File: src/rtl/rect_draw.sv
// Streams every pixel of an axis-aligned rectangle (column-major) to a framebuffer write port.
// Optional screen-edge clipping of the write strobe is enabled by defining RECT_DRAW_CLIP_EN.
module rect_draw #(
    parameter int unsigned         COORD_W  = 10,
    parameter int unsigned         COLOR_W  = 3,
    parameter logic [COLOR_W-1:0]  BG_COLOR = '0,
    parameter int unsigned         SCREEN_W = 160,
    parameter int unsigned         SCREEN_H = 120
) (
    input  logic               clk,
    input  logic               resetn,
    input  logic               start,
    input  logic [COORD_W-1:0] x_in,
    input  logic [COORD_W-1:0] y_in,
    input  logic [COORD_W-1:0] width_in,
    input  logic [COORD_W-1:0] height_in,
    input  logic [COLOR_W-1:0] color_in,
    input  logic               erase,
    output logic               busy,
    output logic               done,
    output logic               writeEn,
    output logic [COORD_W-1:0] x_out,
    output logic [COORD_W-1:0] y_out,
    output logic [COLOR_W-1:0] color
);

    localparam int unsigned SUM_W = COORD_W + 1;

    typedef enum logic [1:0] {
        ST_IDLE = 2'd0,
        ST_DRAW = 2'd1,
        ST_DONE = 2'd2
    } state_e;

    state_e             state_q, state_d;
    logic [COORD_W-1:0] x_q, x_d, y_q, y_d;
    logic [COORD_W-1:0] w_q, w_d, h_q, h_d;
    logic [COORD_W-1:0] cx_q, cx_d, cy_q, cy_d;
    logic [COLOR_W-1:0] color_q, color_d;
    logic [COORD_W-1:0] x_out_q, x_out_d, y_out_q, y_out_d;
    logic               busy_q, busy_d, done_q, done_d, we_q, we_d;

    logic               col_wrap;
    logic               last_pix;
    logic [COORD_W-1:0] cx_n, cy_n;
    logic [SUM_W-1:0]   pix_x, pix_y;
    logic               pix_vis;

    // Scan position following the current one, and the unwrapped coordinate of the pixel to present next
    always_comb begin
        col_wrap = (cy_q == h_q - COORD_W'(1));
        last_pix = col_wrap && (cx_q == w_q - COORD_W'(1));
        cy_n     = col_wrap ? '0 : cy_q + COORD_W'(1);
        cx_n     = col_wrap ? cx_q + COORD_W'(1) : cx_q;
        if (state_q == ST_IDLE) begin
            pix_x = SUM_W'(x_in);
            pix_y = SUM_W'(y_in);
        end else begin
            pix_x = SUM_W'(x_q) + SUM_W'(cx_n);
            pix_y = SUM_W'(y_q) + SUM_W'(cy_n);
        end
    end

`ifdef RECT_DRAW_CLIP_EN
    assign pix_vis = (pix_x < SUM_W'(SCREEN_W)) && (pix_y < SUM_W'(SCREEN_H));
`else
    logic unused_clip;
    assign pix_vis     = 1'b1;
    assign unused_clip = ^{pix_x[COORD_W], pix_y[COORD_W], SCREEN_W[0], SCREEN_H[0]};
`endif

    always_comb begin
        state_d = state_q;
        x_d     = x_q;
        y_d     = y_q;
        w_d     = w_q;
        h_d     = h_q;
        cx_d    = cx_q;
        cy_d    = cy_q;
        color_d = color_q;
        x_out_d = x_out_q;
        y_out_d = y_out_q;
        busy_d  = busy_q;
        done_d  = 1'b0;
        we_d    = 1'b0;

        case (state_q)
            ST_IDLE: begin
                busy_d = 1'b0;
                if (start) begin
                    busy_d = 1'b1;
                    if ((width_in != '0) && (height_in != '0)) begin
                        x_d     = x_in;
                        y_d     = y_in;
                        w_d     = width_in;
                        h_d     = height_in;
                        cx_d    = '0;
                        cy_d    = '0;
                        color_d = erase ? BG_COLOR : color_in;
                        x_out_d = pix_x[COORD_W-1:0];
                        y_out_d = pix_y[COORD_W-1:0];
                        we_d    = pix_vis;
                        state_d = ST_DRAW;
                    end else begin
                        done_d  = 1'b1;
                        state_d = ST_DONE;
                    end
                end
            end
            ST_DRAW: begin
                if (last_pix) begin
                    done_d  = 1'b1;
                    state_d = ST_DONE;
                end else begin
                    cx_d    = cx_n;
                    cy_d    = cy_n;
                    x_out_d = pix_x[COORD_W-1:0];
                    y_out_d = pix_y[COORD_W-1:0];
                    we_d    = pix_vis;
                end
            end
            ST_DONE: begin
                busy_d  = 1'b0;
                state_d = ST_IDLE;
            end
            default: begin
                busy_d  = 1'b0;
                state_d = ST_IDLE;
            end
        endcase
    end

    always_ff @(posedge clk or negedge resetn) begin
        if (!resetn) begin
            state_q <= ST_IDLE;
            x_q     <= '0;
            y_q     <= '0;
            w_q     <= '0;
            h_q     <= '0;
            cx_q    <= '0;
            cy_q    <= '0;
            color_q <= '0;
            x_out_q <= '0;
            y_out_q <= '0;
            busy_q  <= 1'b0;
            done_q  <= 1'b0;
            we_q    <= 1'b0;
        end else begin
            state_q <= state_d;
            x_q     <= x_d;
            y_q     <= y_d;
            w_q     <= w_d;
            h_q     <= h_d;
            cx_q    <= cx_d;
            cy_q    <= cy_d;
            color_q <= color_d;
            x_out_q <= x_out_d;
            y_out_q <= y_out_d;
            busy_q  <= busy_d;
            done_q  <= done_d;
            we_q    <= we_d;
        end
    end

    assign busy    = busy_q;
    assign done    = done_q;
    assign writeEn = we_q;
    assign x_out   = x_out_q;
    assign y_out   = y_out_q;
    assign color   = color_q;

endmodule

File: config.mk
export PLATFORM = sky130hd
export DESIGN_NAME = rect_draw
export DESIGN_NICKNAME = d
export VERILOG_FILES = /design/src/rtl/rect_draw.sv
export SDC_FILE = /design/constraint.sdc
export NUM_CORES = 1
export LEC_CHECK = 0
export CAP_MARGIN = 15
export CELL_PAD_IN_SITES_DETAIL_PLACEMENT = 0
export CELL_PAD_IN_SITES_GLOBAL_PLACEMENT = 2
export CORE_MARGIN = 5
export CORE_UTILIZATION = 34
export DETAILED_ROUTE_END_ITERATION = 7
export GPL_TIMING_DRIVEN = 0
export PLACE_DENSITY = 0.83
export SYNTH_ARGS = -nofsm -noshare
export SYNTH_HDL_FRONTEND = slang
export SYNTH_SLANG_ARGS = --single-unit
File: constraint.sdc
create_clock -name clk -period 4.6 [get_ports clk]
set_input_delay 1.15 -clock clk [delete_from_list [all_inputs] [get_ports clk]]
set_output_delay 1.15 -clock clk [all_outputs]
set_load 0.02 [all_outputs]
==> impl_results.md <==
- Cells after Synth: around 600
- Residual DRC: 0
- Layout area overhead: 26.2%
- Post-Syn Area: between 0.005 and 0.006 mm2
- Syn. warnings: 0
- Post-DP HPWL: between 10000 and 15000 um
- Drt total wl: 15600 um
- CTS tree: yes
- Avg Inst Size Synth: just over 9 um2
- Share of layout cells above drive strength 1: about a tenth
- Area share of the largest cell type after synthesis: 40.3%
- DP Worst Slack: -0.517 ns
- Yosys cell types: 60
- Max cap viols: 0
- Die height: 137 um
- Die Area: 0.0187 mm2
- CP startpoint kind: flip-flop
- Worst path arrival time: roughly 4.6 ns
- Setup Skew: 0.00796 ns
- Clock Sinks: 88
- Total clock buffers created by CTS: 9
- First-pass GRT wire length: between 20000 and 25000 um
- # diodes: 0
- Status: finished, final reports clean
- DR vias/cell: roughly 5.2
- Core footprint: 0.0158 mm2
- RD Place Congestion: 0.842
- Cell area after layout: 0.00689 mm2
- Slew HR: approximately 50%
- Cell Area, Placed: 0.00647 mm2
- Final min period: 4.37 ns
- Final Hold Viols: 0
- Final worst-path cycle share: 95.0%
- Worst Tran Pin Value: between 0.7 and 0.8 ns
- Number of global-route vias before repair: roughly 4600
- Post-synth top area cell: dfrtp_1
- Synth area leaders: dfrtp_1 (40%), nand2_1 (5.3%), xnor2_1 (5.0%), mux2_2 (5.0%), ha_1 (4.8%)
- Total GRT Usage: 17.1%
- Worst skew pair latency: between 0.3 and 0.4 ns
- Predominant post-synthesis flop cell: dfrtp_1
- Initial antenna violation count: 0
- Setup ws final: 0.229 ns
- Hold path depth: 2
- Detail Route Antenna Nets: 0
- Fill cells: 1558
- # nets final: about 760
- CP Capture Type: flip-flop
- Synth Net Count: 672
- Hold WC Path Type: flip-flop to flip-flop
- Pwr Density: 395 mW/mm2
- Slew Limit Fails: 0
- Critical Path RT: 4.86 ns
- CTS root buf: clkbuf_16
- Worst Path Class, Setup: flip-flop to flip-flop
- Global route overflow: 0
- # rows: 46
- FF+latch count, synth: 88
- Drt wl/cell: approximately 17 um
- Io pins: 73
- Clock buffer depth: 2
- Initial DRT Pass Iterations: 5
- Die width: 137 um
- EDFF count, synth: 0
- Final setup violation count: 0
- Worst-case reg-to-reg path depth: 16
- Post-synthesis sequential area ratio: around two fifths
- Leakage: about 3.0 nW
- FMAX: 229 MHz
- Worst vdd ir: 0.226 mV
- Largest net degree at the start of global routing: 60
- Initial Util: 34.5%
- H-tree levels: 3
- Hold_ws: 0.479 ns
- Ys async rst share: 100%
- IO Port Bufs: 72
- Clock slew seen by the registers of the worst setup and hold paths: around 0.060 ns
- DR vias: approximately 4700
- RSZ-0062 raised after global routing: true
- Worst Path Max Fanout: 10
- Drt initial violations: 210
[cell type report]
type                            count  area (um2)  share of cell area (%)
Tap cell                          216         270                    3.92
Multi-Input combinational cell    465        3140                    45.5
Inverter                           22        82.6                    1.20
Buffer                             26         111                    1.62
Timing Repair Buffer               73         746                    10.8
Sequential cell                    88        2200                    32.0
Clock inverter                      2        60.1                   0.872
Clock buffer                       13         280                    4.07
[layout by cell type (no fill, tap or decap), types with 7 or more instances in the layout]
cell type / instances
nor2_1: 51
xnor2_1: 30
o31ai_1: 11
a21o_1: 8
nor2b_1: 9
dfrtp_1: 88
xor2_1: 12
nor3_1: 8
clkdlybuf4s50_1: 71
a31oi_1: 12
nand2_1: 75
mux2_2: 24
a21oi_1: 22
clkbuf_16: 9
clkbuf_1: 17
inv_1: 20
and3_1: 10
nand3_1: 21
o21ai_0: 47
nor3b_1: 7
nand2b_1: 9
ha_1: 21
[cells in the mapped netlist, types with 7 or more instances]
library cell  count
nor2b_1           9
mux2_2           24
and3_1           10
o31ai_1          11
xnor2_1          31
a31oi_1          12
a21oi_1          22
nand2_1          77
dfrtp_1          88
inv_1            20
nand2b_1          9
ha_1             21
xor2_1           12
nand3_1          21
nor3b_1           7
nor2_1           52
clkbuf_1         18
o21ai_0          47
nor3_1            9
a21o_1            8
[path summary, 6_finish.rpt]
path	startpoint	end	slack, ns
setup / recovery	h_q[0]$_DFFE_PN0P_	x_out[9]$_DFFE_PN0P_	0.23
hold / removal	color[2]$_DFFE_PN0P_	color[2]$_DFFE_PN0P_	0.48
setup reg to reg	h_q[0]$_DFFE_PN0P_	x_out[9]$_DFFE_PN0P_	0.23
hold reg to reg	color[2]$_DFFE_PN0P_	color[2]$_DFFE_PN0P_	0.48
max in group asynchronous	resetn	w_q[4]$_DFFE_PN0P_	3.22
min in group asynchronous	resetn	x_out[6]$_DFFE_PN0P_	0.73
[cells by family (layout without fill, tap and decap cells)]
family | Yosys count | after routing | synth area share, %
and+or+nand+nor | 235 | 235 | 21.0
AOI/OAI and AO/OA | 134 | 134 | 16.3
buffers and inverters | 49 | 136 | 3.60
xor gates and xnor gates | 44 | 44 | 7.31
adders and majority gates | 23 | 23 | 5.55
muxes | 29 | 29 | 5.87
DFF | 88 | 88 | 40.3
[critical path, cell delays in order, from the launching register on]
cell      delay [ns]
dfrtp_1         0.45
or4_1           0.52
o221ai_1        0.18
o211ai_1        0.16
o2111a_2        0.40
nand2_4         0.16
mux2i_4         0.29
inv_1           0.07
ha_1            0.26
a21o_1          0.18
a21oi_1         0.21
o21ai_0         0.14
a2111o_1        0.44
a31o_2          0.25
a21oi_1         0.17
xnor3_1         0.22
o21ai_0         0.16
[what timing repair did]
action,CTS,global route
setup endpoints to repair,9,18
gates resized for setup,5,13
pin swaps,0,2
hold buffers,0,0
buffers inserted,0,0
[metal layers]
metal | GRT usage [%] | vias to the layer above | wire [um]
li1 | - | 2318 | -
met1 | 24.9 | 2276 | 7970
met2 | 26.2 | 76 | 6880
met3 | 3.46 | 13 | 608
met4 | 3.81 | 0 | 167
met5 | 0 | - | 0
[state kept, by name, indices dropped and copies added, names as in the netlist]
| name | cells |
|---|---|
| busy | 1 |
| color | 3 |
| cx_q | 10 |
| cy_q | 10 |
| done | 1 |
| h_q | 10 |
| state_q | 2 |
| w_q | 10 |
| writeEn | 1 |
| x_out | 10 |
| x_q | 10 |
| y_out | 10 |
| y_q | 10 |
[stage by stage]
stage | total power, W | util (%) | TNS [ns] | std cells
2_1_floorplan | 0.00154 | - | 0 | 602
3_3_place_gp | 0.00184 | 40.8 | -94.47 | 890
3_5_place_dp | 0.00186 | 40.9 | -2.79 | 891
4_1_cts | 0.00273 | 43.1 | -0.0109 | 905
5_1_grt | 0.00289 | 43.5 | -0.0519 | 905
6_report | 0.00272 | 43.5 | 0 | 905
[power breakdown]
| part | internal, W | switching [W] | leakage, nW |
|---|---|---|---|
| clock network | 0.000533 | 0.000314 | 0.168 |
| registers | 0.000874 | 0.000106 | 1.09 |
| logic | 0.000416 | 0.000483 | 1.73 |
| total | 0.00182 | 0.000902 | 2.99 |
(Power assumes the default switching activity.)
